`src/rtl/if_fetch_queue.sv`:
```
// Instruction-fetch front end: one outstanding imem request at a time, fetched
// {PC, instruction} pairs buffered in a small circular FIFO for decode.
module if_fetch_queue #(
    parameter int unsigned DEPTH    = 4,
    parameter logic [31:0] RESET_PC = 32'h0000_3000
) (
    input  logic        CLK,
    input  logic        Reset,
    input  logic [31:0] FetchPC,
    output logic        PCFrozen,
    input  logic        Flush,
    output logic        imem_req,
    output logic [31:0] imem_addr,
    input  logic        imem_ack,
    input  logic [31:0] imem_rdata,
    output logic [31:0] IR,
    output logic [31:0] IRPC,
    output logic        IRValid,
    input  logic        IDStall
);

    localparam int unsigned PTR_W = $clog2(DEPTH);
    localparam int unsigned CNT_W = PTR_W + 1;
    localparam logic [CNT_W-1:0] FULL = CNT_W'(DEPTH);

    typedef enum logic [1:0] {
        IDLE = 2'd0,
        REQ  = 2'd1,
        DROP = 2'd2
    } state_t;

    state_t            state_q, state_d;
    logic              req_q, req_d;
    logic [31:0]       addr_q, addr_d;
    logic [PTR_W-1:0]  head_q, head_d;
    logic [PTR_W-1:0]  tail_q, tail_d;
    logic [CNT_W-1:0]  count_q, count_d;
    logic [CNT_W-1:0]  count_after;
    logic [31:0]       pc_mem_q [DEPTH];
    logic [31:0]       ir_mem_q [DEPTH];
    logic              push;
    logic              pop;
    logic              has_data;

    // A flush both discards the returning word and cancels any pop this cycle.
    assign push        = (state_q == REQ) && imem_ack && !Flush;
    assign has_data    = (count_q != '0);
    assign pop         = has_data && !IDStall && !Flush;
    assign count_after = count_q + CNT_W'(push) - CNT_W'(pop);

    always_ff @(posedge CLK or negedge Reset) begin
        if (!Reset) begin
            state_q <= IDLE;
            req_q   <= 1'b0;
            addr_q  <= RESET_PC;
            head_q  <= '0;
            tail_q  <= '0;
            count_q <= '0;
        end else begin
            state_q <= state_d;
            req_q   <= req_d;
            addr_q  <= addr_d;
            head_q  <= head_d;
            tail_q  <= tail_d;
            count_q <= count_d;
        end
    end

    always_ff @(posedge CLK) begin
        if (push) begin
            pc_mem_q[tail_q] <= addr_q;
            ir_mem_q[tail_q] <= imem_rdata;
        end
    end

    always_comb begin
        head_d  = head_q;
        tail_d  = tail_q;
        count_d = count_after;
        if (Flush) begin
            head_d  = '0;
            tail_d  = '0;
            count_d = '0;
        end else begin
            if (push) tail_d = tail_q + PTR_W'(1);
            if (pop)  head_d = head_q + PTR_W'(1);
        end
    end

    always_comb begin
        state_d = state_q;
        req_d   = req_q;
        addr_d  = addr_q;
        case (state_q)
            IDLE: begin
                if (!Flush && (count_q < FULL)) begin
                    state_d = REQ;
                    req_d   = 1'b1;
                    addr_d  = {FetchPC[31:2], 2'b00};
                end
            end
            REQ: begin
                if (imem_ack) begin
                    // Keep streaming only while the post-update occupancy leaves room.
                    if (!Flush && (count_after < FULL)) begin
                        addr_d = addr_q + 32'd4;
                    end else begin
                        state_d = IDLE;
                        req_d   = 1'b0;
                    end
                end else if (Flush) begin
                    state_d = DROP;
                    req_d   = 1'b0;
                end
            end
            DROP: begin
                if (imem_ack) state_d = IDLE;
            end
            default: begin
                state_d = IDLE;
                req_d   = 1'b0;
            end
        endcase
    end

    always_comb begin
        PCFrozen = 1'b1;
        if (Reset && (Flush || ((state_q == REQ) && imem_ack))) PCFrozen = 1'b0;
        IRValid = has_data;
        IR      = '0;
        IRPC    = '0;
        if (has_data) begin
            IR   = ir_mem_q[head_q];
            IRPC = pc_mem_q[head_q];
        end
    end

    assign imem_req  = req_q;
    assign imem_addr = addr_q;

    a_no_push_when_full: assert property (@(posedge CLK) disable iff (!Reset)
        !(push && (count_q == FULL)));

endmodule

```
`config.mk`:
```
export PLATFORM = sky130hd
export DESIGN_NAME = if_fetch_queue
export DESIGN_NICKNAME = d
export VERILOG_FILES = /design/src/rtl/if_fetch_queue.sv
export SDC_FILE = /design/constraint.sdc
export NUM_CORES = 1
export LEC_CHECK = 0
export ABC_AREA = 1
export ABC_CLOCK_PERIOD_IN_PS = 7400
export CORE_MARGIN = 2
export CORE_UTILIZATION = 55
export CTS_CLUSTER_SIZE = 20
export DETAILED_ROUTE_END_ITERATION = 6
export PLACE_DENSITY = 0.87
export SLEW_MARGIN = 40
export SYNTH_ARGS = -nofsm -noshare
export SYNTH_HDL_FRONTEND = slang
export SYNTH_SLANG_ARGS = --single-unit
```
`constraint.sdc`:
```
create_clock -name CLK -period 7.4 [get_ports CLK]
set_input_delay 1.48 -clock CLK [delete_from_list [all_inputs] [get_ports CLK]]
set_output_delay 1.48 -clock CLK [all_outputs]
set_load 0.05 [all_outputs]
```
==> impl_metrics.tcl <==
set metrics [dict create \
    cp.required_ns 5.92 \
    insertion_delay_ns 0.53 \
    gp_congestion 0.904 \
    synthTopCellsByArea "edfxtp_1 60%, nor2_1 9.3%, dfrtp_1 7.6%" \
    grt_max_degree 93 \
    status "complete, no violations" \
    synth_top_area_share_pct 59.6 \
    r2r-end "imem_addr[16]" \
    via_per_inst 5.54 \
    finalSetupTns_ns 0 \
    worstHoldStart "imem_req" \
    drt_iter0_markers 700 \
    min_to "imem_req" \
    ctsResizeCount 0 \
    clock_sinks 288 \
    synth_edf_count 248 \
    wl_met1_um 11900 \
    wl_met2_um 14600 \
    synth_cells 1211 \
    swShare_pct 44.1 \
    ys_warn_count 0 \
    p_sw_w 0.00295 \
    ant_nets 0 \
    synthArstFlopShare_pct 13.9 \
    final_layout_size_suffix_gt1_share_pct 6.30 \
    period_share_pct 70.2 \
    syn_area_per_cell_sq_um 10.3 \
    synth_seq_cells 288 \
    setup_violations 0 \
    path_clk_slew_ns 0.06 \
    crit_family "buffers and inverters" \
    ff2ff_path_depth 15 \
    numCtsBuffers 29 \
    final_area_sq_um 15300 \
    syn_to_final_growth_pct 22.5 \
    n_antenna_cell 0 \
    synthesis.area_sq_um 12500 \
    grtUsageTotal_pct 24.0 \
    die_y_um 155 \
    synth_top_area_cell "edfxtp_1" \
    dr.pass1.iters 7 \
    whs_path_depth 2 \
    dp_hpwl_um 17500 \
    placed_cell_area_sq_um 14400 \
    powerDensity_nw_per_um2 437 \
    wl_per_cell_um 17.6 \
    drcViolationCount 0 \
    htree_levels 1 \
    wl_met3_um 2360 \
    p_clk_share_pct 20.6 \
    post_cts_buffers 0 \
    hold_path_class "flip-flop to flip-flop" \
    max_stage_delay_ns 0.84 \
    routed_wl_um 29300 \
    cap_violations 0 \
    fin_cells 1666 \
    period_minus_slack_ns 5.20 \
    final_nets 1436 \
    cts_hold_buf 0 \
    cp_max_fo 63 \
    fin_skew_ns 0.0162 \
    die-area_sq_um 23900 \
    top_layer "met4" \
    path_buf_inv 4 \
    grt_pass1_wl_um 45200 \
    end_kind "output port" \
    clock.fmax_mhz 192 \
    grt_antenna_before_repair 0 \
    clk_root_buffer_cell "clkbuf_16" \
    rows 55 \
    netlist_top_cells_count "311 x nor2_1, 248 x edfxtp_1, 184 x nand2_1" \
    vias 9224 \
    die_w_um 155 \
    crit_top_cell "buf_4" \
    initial_core_util_pct 55.5 \
    r2r_start "count_q[1]" \
    r2r_setup_slack_ns 3.85 \
    fill_cells 1600 \
    port_buffers 161 \
    placedCellCount 1612 \
    arrival_ns 3.72 \
    critPathSlowestCell "clkdlybuf4s50_1" \
    pwr-share-comb_pct 44.8 \
    intPower_w 0.00374 \
    crit_path_start_kind "flip-flop" \
    hold_viol 0 \
    seqCellArea_sq_um 8460 \
    p_leak_nw 5.52 \
    tightestPinTransition_ns 0.822 \
    yosysMostFrequentCell "nor2_1" \
    ys_types 31 \
    slew_viol_final 0 \
    cts_tree "done" \
    multi_input_area_sq_um 3610 \
    slew_headroom_pct 45.2 \
    ys.flop_type "edfxtp_1" \
    coreArea_sq_um 22500 \
    irDropWorstVdd_v 0.000259 \
    grt_pass1_vias 9014 \
    seq_area_frac_synth_pct 67.6 \
    rsz0062_at_grt "false" \
    io_pins 168 \
    clockBufferDepth 3 \
    crit_chain "buf_4 > inv_2 > buf_4 > nor2_1 > o21ai_0 > a21oi_1 > clkdlybuf4s50_1" \
    gr-total-overflow 0 \
    worstSetupPathType "flip-flop to output port" \
    p_seq_share_pct 34.6 \
]
==> cell type report <==
type                       count  share of cell area, %
multi-input combinational    811                   23.6
clock inverter                 5                  0.335
tap                          285                   2.33
timing repair buffer         176                   11.6
inverter                      53                   1.32
sequential                   288                   55.2
clock buffer                  48                   5.60
==> tightest hold or removal path, stage by stage, from the launching register on <==
cell	delay [ns]
dfrtp_1	0.40
nand2_1	0.07
nand2_1	0.05
==> cells by family after synthesis <==
logic type | Yosys count | synth area share (%)
other cells | 1 | 0.0300
flops | 288 | 67.6
buf+inv | 115 | 3.88
compound gates | 227 | 9.20
xor+xnor | 1 | 0.0701
simple gates | 571 | 18.3
fa+ha+maj | 8 | 0.861
==> power groups by stage <==
stage / sequential (W) / combinational [W] / clock [W]
global route: 0.00234 / 0.00319 / 0.00146
detailed placement: 0.00234 / 0.00298 / 0
finish: 0.00231 / 0.00299 / 0.00138
global placement: 0.00232 / 0.00291 / 0
floorplan: 0.00251 / 0.00179 / 0
CTS: 0.00231 / 0.00300 / 0.00140
==> through the flow <==
stage | total power (W) | hold slack (ns) | worst slack (ns) | utilization [%]
6_report | 0.00669 | 0.544 | 2.20 | 68.0
4_1_cts | 0.00671 | 0.536 | 2.13 | 67.9
5_1_grt | 0.00700 | 0.576 | 2.02 | 68.0
2_1_floorplan | 0.00431 | 0.556 | 2.54 | -
3_5_place_dp | 0.00532 | 0.516 | 2.49 | 63.9
3_3_place_gp | 0.00523 | 0.525 | 2.58 | 63.6
==> per-layer routing <==
| metal | track usage (%) | vias to the layer above |
|---|---|---|
| li1 | - | 4395 |
| met1 | 30.7 | 4390 |
| met2 | 42.6 | 403 |
| met3 | 4.09 | 36 |
| met4 | 6.22 | 0 |
| met5 | 0 | - |
==> worst max path at each step <==
stage | slack, ns | cells past startpoint | end | from
after floorplan | 2.54 | 4 | ir_mem_q[0][0] | imem_ack
after global placement | 2.58 | 15 | imem_addr[3] | imem_ack
after detailed placement | 2.49 | 15 | imem_addr[16] | imem_ack
after CTS | 2.13 | 5 | IR[20] | head_q[0]
after global routing | 2.02 | 7 | IRPC[24] | head_q[1]
final | 2.20 | 7 | IR[20] | head_q[1]
==> state kept, by name, indices dropped and copies added, names as in the netlist <==
register / count
imem_addr: 30
head_q: 2
tail_q: 2
ir_mem_q: 128
pc_mem_q: 120
imem_req: 1
state_q: 2
count_q: 3
==> placed cells by master, fill, tap and decap left out, types with 2 or more instances in the layout <==
cell,instances
nand2_2,3
clkdlybuf4s50_1,160
nand3_1,53
inv_2,3
a21oi_1,80
nor2_2,2
conb_1,4
clkinv_2,2
ha_1,7
inv_1,49
o211ai_1,2
clkbuf_1,13
dfstp_2,2
nand2_1,184
and2_1,2
o21ai_0,141
o21bai_1,2
buf_4,10
dfrtp_1,36
edfxtp_1,248
buf_6,2
clkbuf_8,6
clkbuf_16,29
buf_16,2
or2_2,11
nor2_4,6
nor2_1,307
No activity file was read; power rests on OpenSTA's default activity.
